### src/rtl/modulation_pkg.sv
`default_nettype none
// ============================================================================
// Package : modulation_pkg
// Shared types, constants and the Gray mapping for the segment-3 modem.
// Rev 1.0 : initial release
// ============================================================================
package modulation_pkg;

  localparam int NUM_SEG = 10;
  localparam int WIDTH   = 32;
  localparam int LATENCY = 3;
  localparam int IDX_W   = 4;

  typedef enum logic [1:0] {
    IDLE  = 2'd0,
    RUN   = 2'd1,
    DRAIN = 2'd2,
    HOLD  = 2'd3
  } mod_state_e;

  typedef logic [WIDTH-1:0] word_t;

  // Forward Gray mapping; the receive side inverts this.
  function automatic word_t gray_map(input word_t word);
    return word ^ (word >> 1);
  endfunction

endpackage
`default_nettype wire

### src/rtl/modulation_segment_3_with_control_if.sv
`default_nettype none
// ============================================================================
// Interface : modulation_segment_3_with_control_if
// Payload, control request and modulated output of the segment-3 modulator.
// Rev 1.0 : initial release
// ============================================================================
interface modulation_segment_3_with_control_if;
  import modulation_pkg::*;

  word_t segment_0;
  word_t segment_1;
  word_t segment_2;
  word_t segment_3;
  word_t segment_4;
  word_t segment_5;
  word_t segment_6;
  word_t segment_7;
  word_t segment_8;
  word_t segment_9;
  logic  start;
  word_t output_bit;
  logic  valid;
  logic  busy;
  logic  done;

  modport master (
    output segment_0, segment_1, segment_2, segment_3, segment_4,
           segment_5, segment_6, segment_7, segment_8, segment_9, start,
    input  output_bit, valid, busy, done
  );

  modport slave (
    input  segment_0, segment_1, segment_2, segment_3, segment_4,
           segment_5, segment_6, segment_7, segment_8, segment_9, start,
    output output_bit, valid, busy, done
  );

endinterface
`default_nettype wire

### src/rtl/modulation_gray_pipe.sv
`default_nettype none
// ============================================================================
// Module : modulation_gray_pipe
// Three-stage register / Gray-map / register pipeline with per-stage valid
// bits and a synchronous flush. Data is forced to zero behind a clear valid
// so the output word is 0 whenever out_valid is low.
// Rev 1.0 : initial release
// ============================================================================
module modulation_gray_pipe
  import modulation_pkg::*;
(
  input  logic  clk,
  input  logic  reset_n,
  input  logic  flush,
  input  logic  in_valid,
  input  word_t in_data,
  output logic  out_valid,
  output word_t out_data
);

  logic  s1_v, s2_v, s3_v;
  word_t s1_d, s2_d, s3_d;

  // Advance all three stages each cycle; flush empties the whole pipe.
  always_ff @(posedge clk or negedge reset_n) begin
    if (!reset_n) begin
      s1_v <= 1'b0;
      s2_v <= 1'b0;
      s3_v <= 1'b0;
      s1_d <= '0;
      s2_d <= '0;
      s3_d <= '0;
    end else if (flush) begin
      s1_v <= 1'b0;
      s2_v <= 1'b0;
      s3_v <= 1'b0;
      s1_d <= '0;
      s2_d <= '0;
      s3_d <= '0;
    end else begin
      s1_v <= in_valid;
      s1_d <= in_valid ? in_data : '0;
      s2_v <= s1_v;
      s2_d <= s1_v ? gray_map(s1_d) : '0;
      s3_v <= s2_v;
      s3_d <= s2_v ? s2_d : '0;
    end
  end

  assign out_valid = s3_v;
  assign out_data  = s3_d;

endmodule
`default_nettype wire

### src/rtl/modulation_segment_3_with_control.sv
`default_nettype none
// ============================================================================
// Module : modulation_segment_3_with_control
// Captures ten segments on start and streams their Gray-mapped words out one
// per cycle through a 3-stage pipeline; level start, busy, valid, done pulse.
// Rev 1.0 : initial release
// ============================================================================
module modulation_segment_3_with_control
  import modulation_pkg::*;
(
  input logic clk,
  input logic reset_n,
  modulation_segment_3_with_control_if.slave bus
);

  localparam logic [1:0] S_IDLE  = IDLE;
  localparam logic [1:0] S_RUN   = RUN;
  localparam logic [1:0] S_DRAIN = DRAIN;
  localparam logic [1:0] S_HOLD  = HOLD;

  localparam logic [IDX_W-1:0] LAST_IDX  = IDX_W'(NUM_SEG - 1);
  localparam logic [1:0]       DRAIN_END = 2'(LATENCY - 1);

  logic [1:0]       state;
  logic [IDX_W-1:0] idx;
  logic [1:0]       drain_cnt;
  logic             done_r;
  word_t            seg_buf [NUM_SEG];
  word_t            seg_in  [NUM_SEG];

  logic capture;
  logic issue;
  logic flush;

  // Gather the explicit segment ports into an indexable array.
  always_comb begin
    seg_in[0] = bus.segment_0;
    seg_in[1] = bus.segment_1;
    seg_in[2] = bus.segment_2;
    seg_in[3] = bus.segment_3;
    seg_in[4] = bus.segment_4;
    seg_in[5] = bus.segment_5;
    seg_in[6] = bus.segment_6;
    seg_in[7] = bus.segment_7;
    seg_in[8] = bus.segment_8;
    seg_in[9] = bus.segment_9;
  end

  assign capture = (state == S_IDLE) && bus.start;
  assign issue   = (state == S_RUN) && bus.start;
  // Dropping start mid-transaction aborts and empties the pipe on the same edge.
  assign flush   = ((state == S_RUN) || (state == S_DRAIN)) && !bus.start;

  // Control FSM: capture, issue ten words, wait for the pipe to empty, hold.
  always_ff @(posedge clk or negedge reset_n) begin
    if (!reset_n) begin
      state     <= S_IDLE;
      idx       <= '0;
      drain_cnt <= '0;
      done_r    <= 1'b0;
    end else begin
      done_r <= 1'b0;
      case (state)
        S_IDLE: begin
          if (bus.start) begin
            state <= S_RUN;
            idx   <= '0;
          end
        end
        S_RUN: begin
          if (!bus.start) begin
            state <= S_IDLE;
            idx   <= '0;
          end else if (idx == LAST_IDX) begin
            state     <= S_DRAIN;
            drain_cnt <= '0;
          end else begin
            idx <= idx + 1'b1;
          end
        end
        S_DRAIN: begin
          if (!bus.start) begin
            state <= S_IDLE;
            idx   <= '0;
          end else if (drain_cnt == DRAIN_END) begin
            state  <= S_HOLD;
            done_r <= 1'b1;
          end else begin
            drain_cnt <= drain_cnt + 1'b1;
          end
        end
        S_HOLD: begin
          // A start still held from the last transaction must not retrigger.
          if (!bus.start) begin
            state <= S_IDLE;
            idx   <= '0;
          end
        end
        default: begin
          state <= S_IDLE;
          idx   <= '0;
        end
      endcase
    end
  end

  // Segment buffer loads only on the IDLE-to-RUN edge.
  always_ff @(posedge clk or negedge reset_n) begin
    if (!reset_n) begin
      for (int i = 0; i < NUM_SEG; i++) seg_buf[i] <= '0;
    end else if (capture) begin
      for (int i = 0; i < NUM_SEG; i++) seg_buf[i] <= seg_in[i];
    end
  end

  modulation_gray_pipe u_pipe (
    .clk       (clk),
    .reset_n   (reset_n),
    .flush     (flush),
    .in_valid  (issue),
    .in_data   (seg_buf[idx]),
    .out_valid (bus.valid),
    .out_data  (bus.output_bit)
  );

  assign bus.busy = (state == S_RUN) || (state == S_DRAIN);
  assign bus.done = done_r;

endmodule
`default_nettype wire

### src/flat_wrapper.sv
// flat-port wrapper written by rule: the top's interface ports become plain ports
module modulation_segment_3_with_control_flat import modulation_pkg::*;
  (clk, reset_n, bus_segment_0, bus_segment_1, bus_segment_2, bus_segment_3, bus_segment_4, bus_segment_5, bus_segment_6, bus_segment_7, bus_segment_8, bus_segment_9, bus_start, bus_output_bit, bus_valid, bus_busy, bus_done);
  modulation_segment_3_with_control_if bus_i ();
  input logic clk;
  input logic reset_n;
  input wire logic [$bits(bus_i.segment_0)-1:0] bus_segment_0;
  input wire logic [$bits(bus_i.segment_1)-1:0] bus_segment_1;
  input wire logic [$bits(bus_i.segment_2)-1:0] bus_segment_2;
  input wire logic [$bits(bus_i.segment_3)-1:0] bus_segment_3;
  input wire logic [$bits(bus_i.segment_4)-1:0] bus_segment_4;
  input wire logic [$bits(bus_i.segment_5)-1:0] bus_segment_5;
  input wire logic [$bits(bus_i.segment_6)-1:0] bus_segment_6;
  input wire logic [$bits(bus_i.segment_7)-1:0] bus_segment_7;
  input wire logic [$bits(bus_i.segment_8)-1:0] bus_segment_8;
  input wire logic [$bits(bus_i.segment_9)-1:0] bus_segment_9;
  input wire logic [$bits(bus_i.start)-1:0] bus_start;
  output wire logic [$bits(bus_i.output_bit)-1:0] bus_output_bit;
  output wire logic [$bits(bus_i.valid)-1:0] bus_valid;
  output wire logic [$bits(bus_i.busy)-1:0] bus_busy;
  output wire logic [$bits(bus_i.done)-1:0] bus_done;
  assign bus_i.segment_0 = bus_segment_0;
  assign bus_i.segment_1 = bus_segment_1;
  assign bus_i.segment_2 = bus_segment_2;
  assign bus_i.segment_3 = bus_segment_3;
  assign bus_i.segment_4 = bus_segment_4;
  assign bus_i.segment_5 = bus_segment_5;
  assign bus_i.segment_6 = bus_segment_6;
  assign bus_i.segment_7 = bus_segment_7;
  assign bus_i.segment_8 = bus_segment_8;
  assign bus_i.segment_9 = bus_segment_9;
  assign bus_i.start = bus_start;
  assign bus_output_bit = bus_i.output_bit;
  assign bus_valid = bus_i.valid;
  assign bus_busy = bus_i.busy;
  assign bus_done = bus_i.done;
  modulation_segment_3_with_control u_core (.clk(clk), .reset_n(reset_n), .bus(bus_i));
endmodule
### config.mk
export PLATFORM = sky130hd
export DESIGN_NAME = modulation_segment_3_with_control_flat
export DESIGN_NICKNAME = d
export VERILOG_FILES = /design/src/rtl/modulation_pkg.sv /design/src/rtl/modulation_segment_3_with_control_if.sv /design/src/rtl/modulation_gray_pipe.sv /design/src/rtl/modulation_segment_3_with_control.sv /design/src/flat_wrapper.sv
export SDC_FILE = /design/constraint.sdc
export NUM_CORES = 1
export LEC_CHECK = 0
export BUFFER_PORTS_ARGS = -buffer_cell sky130_fd_sc_hd__clkbuf_2
export CAP_MARGIN = 0
export CORE_ASPECT_RATIO = 0.7
export CORE_MARGIN = 4
export CORE_UTILIZATION = 35
export DETAILED_ROUTE_END_ITERATION = 10
export MAX_ROUTING_LAYER = met4
export PLACE_DENSITY = 0.58
export SYNTH_ARGS = -nofsm -noshare
export SYNTH_HDL_FRONTEND = slang
export SYNTH_SLANG_ARGS = --single-unit
### constraint.sdc
create_clock -name clk -period 1.7 [get_ports clk]
set_input_delay 0.085 -clock clk [delete_from_list [all_inputs] [get_ports clk]]
set_output_delay 0.085 -clock clk [all_outputs]
set_load 0.01 [all_outputs]
==> results.toml <==
[outcome]
outcome = "finished, violations left"
violations = "negative setup slack"

[sta]
tightestPinTransition_ps = 852
hold_viol_final = 0
skew_ps = 14.4
worst_slack_ps = -53.0
max_freq_mhz = 570
maxSlewHeadroom_pct = 43.0
drv_slew = 0
timing.final.crit_share_pct = 103
period_needed_ps = 1750
rsz0062_at_grt = "yes"
setup-violations-final = 13

[yosys]
ys_types = 34
yosysWarnings = 0
ys_ff_latch = 428
synth_top_area_share_pct = 58.9
synthFlopType = "dfrtp_1"
async_flop_share_pct = 100
synth_cells = 1240
syn_nets = 1571
avgSynthCellArea_um2 = 14.7
synth_area_um2 = 18200
ys_seq_area_share_pct = 58.9
yosys.cell_count.top_type = "dfrtp_1"
yosys-top-cells-count = "dfrtp_1, mux2_2, mux2i_1, buf_2, nand2_1"
synthTopCellsByArea = "dfrtp_1, mux2_2, mux4_2"
yosysTopAreaCell = "dfrtp_1"
synth_enable_flop_cells = 0

[placement]
dp_hpwl_mm = 38.9
dpl.cell_count = 2265
gp_congestion = 0.821
portBuffers = 357

[grt]
antenna_found_initial = 3
grt_max_degree = 71
overflow = 0
grt_pass1_wl_mm = 87.4
grt_pass1_vias = 14500
grt_util_all_layers_pct = 21.3

[flow_run]
drv_cap = 0

[setup_path]
arrival_ps = 2190
reg2regPathDepth = 5
required_ps = 2140
r2r_slack_ps = -50
reg2reg_to = "u_core.u_pipe.s1_d[23]$_DFF_PN0_"
critPathCaptureType = "register"
crit_fanout = 9
timing.rr.start = "u_core.idx[0]$_DFFE_PN0P_"
startpoint_type = "register"
critical_path_class = "register to register"

[power]
ir_drop_mv = 0.786
powerDensity_nw_per_um2 = 1570
p_leak_uw = 0.0121

[floorplanning]
core_um2 = 51100
dieArea_um2 = 55800
fp.dieW_um = 281
initial_utilization_pct = 35.6
die-height_um = 199
std_cell_rows = 69
io_pins = 358

[clock_network]
clk_latency_ps = 560
cts_max_path_buffers = 3
cts_tree = "yes"
cts_made_buffers = 45
htree_levels = 2
clk_pin_slew_ps = 60
cts_sinks = 428
root_buffer = "clkbuf_16"

[layout]
nets = 2320
area_growth_pct = 48.5
final_util_pct = 52.9
drive_gt1_share_pct = 48.7
finalNonFillerCells = 2698

[routing]
totalWireLength_mm = 59.1
drc_errors = 0
via_per_inst = 4.87
drtIter0Drc = 609
dr_total_vias = 13100
wire_per_inst_um = 21.9
drtPass1Iterations = 5
ant_nets = 0

[min_path]
min_path_type = "input pin to async pin"
-- flip-flops by register name, summed over array words and instances (netlist names) --
signal                   flops
u_core.u_pipe.s2_v           1
u_core.u_pipe.out_valid      1
u_core.bus.done              1
u_core.idx                   4
u_core.u_pipe.s1_d          32
u_core.state                 2
u_core.u_pipe.s1_v           1
u_core.drain_cnt             2
u_core.u_pipe.out_data      32
u_core.seg_buf             320
u_core.u_pipe.s2_d          32
-- per-stage QoR --
stage	setup TNS [ps]	instance area (um2)	worst slack, ps	power [uW]	hold slack [ps]
after floorplan	0	18200	75.5	25500	-211
after global placement	-1520	21400	-226	30100	-2.86
after detailed placement	-1720	21400	-247	30500	-11.4
after CTS	-670	26300	-73.9	41500	171
after global routing	-1690	27000	-131	44700	192
final	-228	27000	-53.0	42500	183
-- how the worst max path moves through the flow --
stage	from	endpoint	slack (ps)	depth (start not counted)
finish	u_core.idx[0]$_DFFE_PN0P_	u_core.u_pipe.s1_d[23]$_DFF_PN0_	-50	5
global route	u_core.idx[0]$_DFFE_PN0P_	u_core.u_pipe.s1_d[16]$_DFF_PN0_	-130	6
CTS	u_core.idx[0]$_DFFE_PN0P_	u_core.u_pipe.s1_d[23]$_DFF_PN0_	-70	5
detailed placement	u_core.idx[0]$_DFFE_PN0P_	u_core.u_pipe.s1_d[16]$_DFF_PN0_	-250	4
global placement	u_core.idx[0]$_DFFE_PN0P_	u_core.u_pipe.s1_d[12]$_DFF_PN0_	-230	4
floorplan	u_core.state[0]$_DFFE_PN0P_	u_core.seg_buf[0]$_DFFE_PN0P_	80	6
-- report_power, final --
group	leakage, uW	switching (uW)	internal, uW
clock network	0.000731	4070	5820
logic	0.00618	6390	8920
registers	0.00523	2700	14600
total	0.0121	13200	29300
-- layout by cell type, fill, tap and decap left out, types with 24 or more instances in the layout --
cell type	n
dfrtp_1	424
clkbuf_2	356
mux2_2	351
dlygate4sd3_1	324
mux2i_1	65
clkbuf_16	58
buf_4	50
nand2_1	37
nor2_1	34
and3_1	34
mux4_2	32
buf_12	32
xnor2_1	31
a21oi_1	24
-- cell families after synthesis --
group | synth area share [%]
adder cells (fa/ha/maj) | 0.550
XOR/XNOR | 1.49
buffers and inverters | 2.70
AO/OA/AOI/OAI | 3.89
flip-flops | 58.9
AND/OR/NAND/NOR | 3.18
multiplexers | 29.3
-- metal layers --
| layer | vias to the layer above | share of wire (%) | global-route usage, % |
|---|---|---|---|
| met5 | - | 0 | - |
| met4 | 0 | 2.1 | 5.29 |
| met3 | 81 | 5.6 | 4.11 |
| met2 | 389 | 44 | 31.5 |
| met1 | 6677 | 48 | 30.5 |
| li1 | 5998 | - | - |
-- repair_timing --
action	in CTS	in global routing
pin swaps	9	21
cloned	0	12
hold endpoints to repair	739	0
setup endpoints to repair	20	127
gates resized for setup	31	57
setup buffers	1	14
hold buffers	324	0
-- critical path, stage by stage (launching register included) --
cell     delay [ps]
dfrtp_4         490
buf_12          170
buf_12          130
mux4_2          570
o21ai_4         190
a21oi_2          70
-- cell type report --
class                      count  area, um2
multi-input combinational    721       7370
sequential                   428      10700
antenna                        3       7.51
clock inverter                16        173
timing repair buffer         787       6580
inverter                       6       22.5
tap                          674        843
clock buffer                  63       1310
fill                        4247      24100
No activity file was read; power rests on OpenSTA's default activity.
